File: src/rtl/fpu_result_log.sv
// Logs FPU results as {op, result} into a DEPTH-entry memory for post-run comparison.
// Accepts up to 1 beat/clk while capturing; readback is registered with 1-cycle latency.
module fpu_result_log #(
  parameter int DEPTH = 256,
  parameter int AW    = 8,
  parameter int DW    = 16
) (
  input  logic          clock,
  input  logic          reset_n,
  input  logic          start,
  input  logic [AW:0]   target_count,
  input  logic          res_valid,
  output logic          res_ready,
  input  logic [1:0]    res_op,
  input  logic [DW-1:0] res_data,
  input  logic          rd_en,
  input  logic [AW-1:0] rd_addr,
  output logic [DW+1:0] rd_data,
  output logic          rd_valid,
  output logic [AW:0]   count,
  output logic          busy,
  output logic          done,
  output logic          overflow
);

  localparam logic [1:0]  S_IDLE  = 2'd0;
  localparam logic [1:0]  S_CAPT  = 2'd1;
  localparam logic [1:0]  S_DONE  = 2'd2;
  localparam logic [AW:0] DEPTH_C = (AW + 1)'(DEPTH);

  logic [1:0]    state_q, state_d;
  logic [AW-1:0] wr_ptr_q, wr_ptr_d;
  logic [AW:0]   count_q, count_d;
  logic [AW:0]   target_q, target_d;
  logic          overflow_q, overflow_d;
  logic [DW+1:0] rd_data_q;
  logic          rd_valid_q;
  logic [AW:0]   count_inc;
  logic          accept;

  logic [DW+1:0] mem [DEPTH];

  // start outranks a concurrent beat, so that beat is never written
  assign accept    = res_valid && (state_q == S_CAPT) && !start;
  assign count_inc = count_q + (AW + 1)'(1);

  always_comb begin
    state_d    = state_q;
    wr_ptr_d   = wr_ptr_q;
    count_d    = count_q;
    target_d   = target_q;
    overflow_d = overflow_q;
    if (start) begin
      target_d   = (target_count > DEPTH_C) ? DEPTH_C : target_count;
      wr_ptr_d   = '0;
      count_d    = '0;
      overflow_d = 1'b0;
      state_d    = (target_count == '0) ? S_DONE : S_CAPT;
    end else if (state_q == S_CAPT) begin
      if (res_valid) begin
        wr_ptr_d = wr_ptr_q + AW'(1);
        count_d  = count_inc;
        if (count_inc == target_q) begin
          state_d = S_DONE;
        end
      end
    end else if (res_valid) begin
      overflow_d = 1'b1;
    end
  end

  always_ff @(posedge clock or negedge reset_n) begin
    if (!reset_n) begin
      state_q    <= S_IDLE;
      wr_ptr_q   <= '0;
      count_q    <= '0;
      target_q   <= '0;
      overflow_q <= 1'b0;
      rd_data_q  <= '0;
      rd_valid_q <= 1'b0;
    end else begin
      state_q    <= state_d;
      wr_ptr_q   <= wr_ptr_d;
      count_q    <= count_d;
      target_q   <= target_d;
      overflow_q <= overflow_d;
      rd_valid_q <= rd_en;
      if (rd_en) begin
        rd_data_q <= mem[rd_addr];
      end
    end
  end

  // Storage carries no reset; a same-address read sees the pre-write value
  always_ff @(posedge clock) begin
    if (accept) begin
      mem[wr_ptr_q] <= {res_op, res_data};
    end
  end

  assign res_ready = (state_q == S_CAPT);
  assign busy      = (state_q == S_CAPT);
  assign done      = (state_q == S_DONE);
  assign count     = count_q;
  assign overflow  = overflow_q;
  assign rd_data   = rd_data_q;
  assign rd_valid  = rd_valid_q;

endmodule

File: config.mk
export PLATFORM = sky130hd
export DESIGN_NAME = fpu_result_log
export DESIGN_NICKNAME = d
export VERILOG_FILES = /design/src/rtl/fpu_result_log.sv
export SDC_FILE = /design/constraint.sdc
export NUM_CORES = 2
export LEC_CHECK = 0
export CAP_MARGIN = 20
export CELL_PAD_IN_SITES_DETAIL_PLACEMENT = 0
export CELL_PAD_IN_SITES_GLOBAL_PLACEMENT = 1
export CORE_MARGIN = 5
export CORE_UTILIZATION = 45
export CTS_BUF_LIST = sky130_fd_sc_hd__clkbuf_16
export CTS_CLUSTER_SIZE = 40
export DETAILED_ROUTE_END_ITERATION = 8
export PLACE_DENSITY_LB_ADDON = 0.15
export SLEW_MARGIN = 20
export SYNTH_ARGS = -nofsm -noshare
export SYNTH_HDL_FRONTEND = slang
export SYNTH_MEMORY_MAX_BITS = 65536
export SYNTH_SLANG_ARGS = --single-unit
File: constraint.sdc
create_clock -name clock -period 2.5 [get_ports clock]
set_input_delay 0.5 -clock clock [delete_from_list [all_inputs] [get_ports clock]]
set_output_delay 0.5 -clock clock [all_outputs]
set_load 0.02 [all_outputs]
; Word-level counts from Yosys, hierarchy flattened
; Memory sizes are Yosys's and may differ from the RTL's. A register that Yosys moved wholly into a read port is not among the register bits.
; Cells that the tools add are included.
[word_totals]
ff_bits = 30
ram_bits = 4608
input_bits = 40
out_inout_bits = 32
wordCells = 42
mem_count = 1
[memory_table]
columns = name, words, word_bits, rd, rd_ports_with_merged_regs, write_ports, line_no
row1 = mem, 256, 18, 1, 1, 1, 41  ; logic [DW+1:0] mem [DEPTH];
[classes]
n_addsub = 2
order_cmp = 1
eq_ne = 4
mux = 17
n_reduce_logical = 11
[ops]
columns = operator, count
row1 = $mux 9, 4
row2 = $mux 8, 3
row3 = $mux 2, 5
row4 = $add 9x1->9 const B, 1
row5 = $eq 9x9->1, 1
row6 = $gt 9x9->1 const B, 1
row7 = $logic_not 9->1, 1
row8 = $add 8x1->8 const B, 1
row9 = $reduce_bool 2->1, 3
row10 = $mux 1, 5
row11 = $reduce_and 2->1, 2
row12 = $reduce_and 3->1, 1
row13 = $eq 2x1->1 const B, 1
row14 = $eq 2x2->1 const B, 1
row15 = $logic_and 1x1->1, 2
row16 = $logic_not 1->1, 2
row17 = $ne 2x2->1 const B, 1

; Longest topological paths before layout
[logic_depth]
depth_word = 6
mapped_depth = 12
depth_no_buf = 8

; Worst setup path after synthesis
; No wires, ideal clock.
[synth_path]
kind = register to register
start = register state_q[0]
end = memory mem[222][0] (netlist name), enable pin
setup_ps = 393
t_arrival_ps = 2640
required_ps = 2107
slack_ps = -532
path_stages_with_launch = 8
path_buffers = 2
period_less_slack_ps = 3032
path_cell_list = dfrtp_1 > nor2b_1 > and2_1 > clkbuf_1 > and3_1 > nand2_1 > clkbuf_1 > nor2_1
[synth_via]
elab_chain_len = 5
[synth_lines]
columns = element, line_no
row1 = from (decl), 31  ; logic [1:0] state_q, state_d;
row2 = from (signal assigned), 82  ; state_q <= state_d;
row3 = $eq 2x1->1, -
row4 = via busy, 21  ; output logic busy,
row5 = $logic_and 1x1->1 (2 in a row), 44  ; assign accept = res_valid && (state_q == S_CAPT) && !start;
row6 = $mux 1, 96  ; if (accept) begin
row7 = $mux 1 (not written as such), 97  ; mem[wr_ptr_q] <= {res_op, res_data};
row8 = to (decl), 41
; The timed path passes the listed nets, and every way through them passes these cells.

==> run metrics <==
layout cells sized above 1=0.327; Final Worst Setup Slack=-0.100 ns; first-pass GRT wire length=780000 um; GR Util met2=0.431; fill cell count=30200; CTS sink count=4656; TritonRoute pass-1 iters=5; gr busiest metal=met2; asr flop ratio synth=0.0103; GPL Wtd Cong=0.880; Nets=10100; H-tree levels=5; # rows=232; CTS Buf Count=475; CTS tree=built; Post-Route WL=563000 um; Reg clk slew, reported paths=0.06 ns; Starting Density=0.451; Slew @ Worst Pin=0.991 ns; RSZ-0062 raised after global routing=yes; Worst Hold Class=input port to register; Yosys cell types=77; M1 GR Usage=0.382; setup TNS=-0.400 ns; Max FO, Critical Path=28; routing usage on met3=0.0400; initial drt markers=11700; die width=643 um; Synth Cell Area=180000 um^2; vias per cell=6.09; P_leak=72.3 nW; Ys Warns=0; Syn Area/Cell=21.1 um^2; Area Overhead vs Synth=21.7%; GRT Util Overall=0.268; wire per inst=35.7 um; combined area of the multi-input logic cells=38600 um^2; Sequential Area=140000 um^2; Critical Path RT=3.41 ns; final worst path period share=1.04; via count=96000; EDFF count, synth=4608; Max IR drop VDD=0.642 mV; min Tclk post-route=2.60 ns; CP cell instances=buf_12 > or3_2 > buf_4 > o22ai_1 > a2111oi_4 > buf_4 > a21oi_2 > nand4_1 > o221ai_1; Power Total=166 mW; GRT overflow=0; Bufs on Longest Clock Path=4; input/output buffers=71; Max-slew headroom=0.339; f_max=385 MHz; IO Count=72; initial antenna violation count=31; Crit Path Class=input port to register; Mapped Cells=8521; Crit path arrival time=3.51 ns; flops & latches, synth=4656; CP max stage cell=o22ai_1; Remaining DRCs=0; hold slack=0.0718 ns; CORE AREA=399000 um^2; pwr dens=756 nW/um^2; die area=413000 um^2; Detail Route Antenna Nets=0; DIE HEIGHT=643 um; Setup crit end kind=register; Final HPWL DP=368000 um; outcome=finished, violations left; final setup vio count=7; CTS root buf=clkbuf_16; Worst Clk Skew=0.0464 ns; vias in the first global route=95900; type of origin of the critical path=input port; CP max stage delay=0.56 ns; failing checks=negative setup slack; Clock Latency Late Sink=1.01 ns; max_cap viols=0; Hold Fails Final Rpt=0; max-slew violations=0; largest net degree at the start of global routing=106; CP most frequent cell=buf_4; Synth Flop Type=edfxtp_1; Seq/Total Area, Yosys=0.775; Synth Net Count=8566
[synthesized netlist by cell type (13+ instances only)]
| master | number | area share |
|---|---|---|
| buf_12 | 24 | 0.0027 |
| nand4_1 | 36 | 0.0013 |
| a31oi_1 | 17 | 0.00059 |
| xor2_1 | 15 | 0.00073 |
| inv_1 | 15 | 0.00031 |
| mux4_2 | 808 | 0.10 |
| edfxtp_1 | 4608 | 0.77 |
| a22oi_1 | 157 | 0.0065 |
| buf_4 | 88 | 0.0037 |
| nor2_1 | 311 | 0.0065 |
| mux4_1 | 30 | 0.0044 |
| dfrtp_1 | 48 | 0.0067 |
| o221ai_1 | 148 | 0.0072 |
| o21ai_0 | 78 | 0.0022 |
| nand2_1 | 236 | 0.0049 |
| a211oi_1 | 97 | 0.0040 |
| o22ai_1 | 200 | 0.0069 |
| a2111oi_0 | 52 | 0.0025 |
| nor2b_1 | 22 | 0.00076 |
| buf_1 | 21 | 0.00044 |
| nand3_1 | 49 | 0.0014 |
| buf_2 | 102 | 0.0028 |
| xnor2_1 | 13 | 0.00063 |
| buf_8 | 32 | 0.0027 |
| mux2i_1 | 675 | 0.038 |
| and2_1 | 23 | 0.00080 |
| nor3_1 | 51 | 0.0014 |
| a21oi_1 | 133 | 0.0037 |
| clkbuf_1 | 153 | 0.0032 |
| buf_6 | 80 | 0.0050 |
[placed cells by master, fill, tap and decap left out, drive strengths merged, types with 11 or more instances in the layout]
cell	instances
dlygate4sd2	21
clkbuf	486
a31oi	17
bufinv	48
mux2i	675
o21ai	88
clkinvlp	18
o211ai	11
inv	129
o22ai	200
clkinv	214
a21oi	133
nand2	236
dlygate4sd3	20
and2	23
edfxtp	4608
dfrtp	48
xnor2	13
nor4	12
clkdlybuf4s50	16
a211o	12
nor2b	22
o221ai	151
a311oi	11
a22oi	157
xor2	15
a2111oi	57
and3	12
nand3	50
buf	1537
nor3	51
a211oi	97
mux4	838
nand4	36
nor2	311
[registers in the layout (all words and copies together) (netlist names)]
signal,count
rd_data,18
mem,4608
overflow,1
rd_valid,1
state_q,2
count,9
target_q,9
wr_ptr_q,8
[final timing paths]
path / startpoint / endpoint / slack, ns / cells past startpoint
worst min register to register: overflow / overflow / 0.51 / 2
min in group asynchronous: reset_n / state_q[0] / 0.60 / 4
worst max-delay path: rd_addr[1] / rd_data[15] / -0.10 / 9
max in group asynchronous: reset_n / rd_data[6] / 1.28 / 4
worst max register to register: mem[91][15] / rd_data[15] / -0.02 / 9
worst min-delay path: res_data[10] / mem[225][10] / 0.07 / 1
[worst max-delay path: cells and delay by family]
family          cells  cell delay (ns)
compound gates      4             1.29
buf+inv             3             0.66
simple gates        2             0.96
[routing by layer]
| layer | vias up | wire (um) |
|---|---|---|
| met4 | 8 | 20500 |
| met5 | - | 43 |
| met3 | 748 | 42200 |
| li1 | 39100 | - |
| met1 | 52100 | 230000 |
| met2 | 4035 | 270000 |
[per-stage QoR]
stage                     instance area [um^2]  std cells   util  setup WS [ns]
after floorplan                         181000       8521      -         -0.190
after global placement                  203000      14800  0.507          -1.89
after detailed placement                203000      14800  0.508          -1.84
after CTS                               219000      15800  0.548         -0.137
after global routing                    219000      15800  0.549        -0.0219
final                                   219000      15800  0.549         -0.100
[layout make-up]
class                   instances  share of cell area
flip-flops and latches       4656               0.637
well taps                    5265              0.0301
clock buffers                 480              0.0548
inverters                      15            0.000314
repair buffers               1609              0.0868
diodes                          7           0.0000799
multi-input cells            3337               0.176
clock inverters               394              0.0148
[kinds of logic after synthesis]
| logic type | synth area share |
|---|---|
| fa+ha+maj | 0.000347 |
| compound gates | 0.0392 |
| mux | 0.143 |
| flops | 0.775 |
| xor+xnor | 0.00136 |
| buf+inv | 0.0214 |
| simple gates | 0.0193 |
[report_power, final]
group,switching [mW],internal [mW]
Sequential,0.209,85.8
Clock,30.1,39.7
Combinational,6.07,3.83
[repair_timing]
action / CTS / global route
pin swaps: 14 / 19
setup endpoints to repair: 66 / 725
buffers inserted: 16 / 0
endpoints found under the hold margin: 467 / 0
cloned: 0 / 6
hold buffers: 20 / 0
resized for setup: 162 / 81
Note: power is estimated with default switching activity, not from simulation.
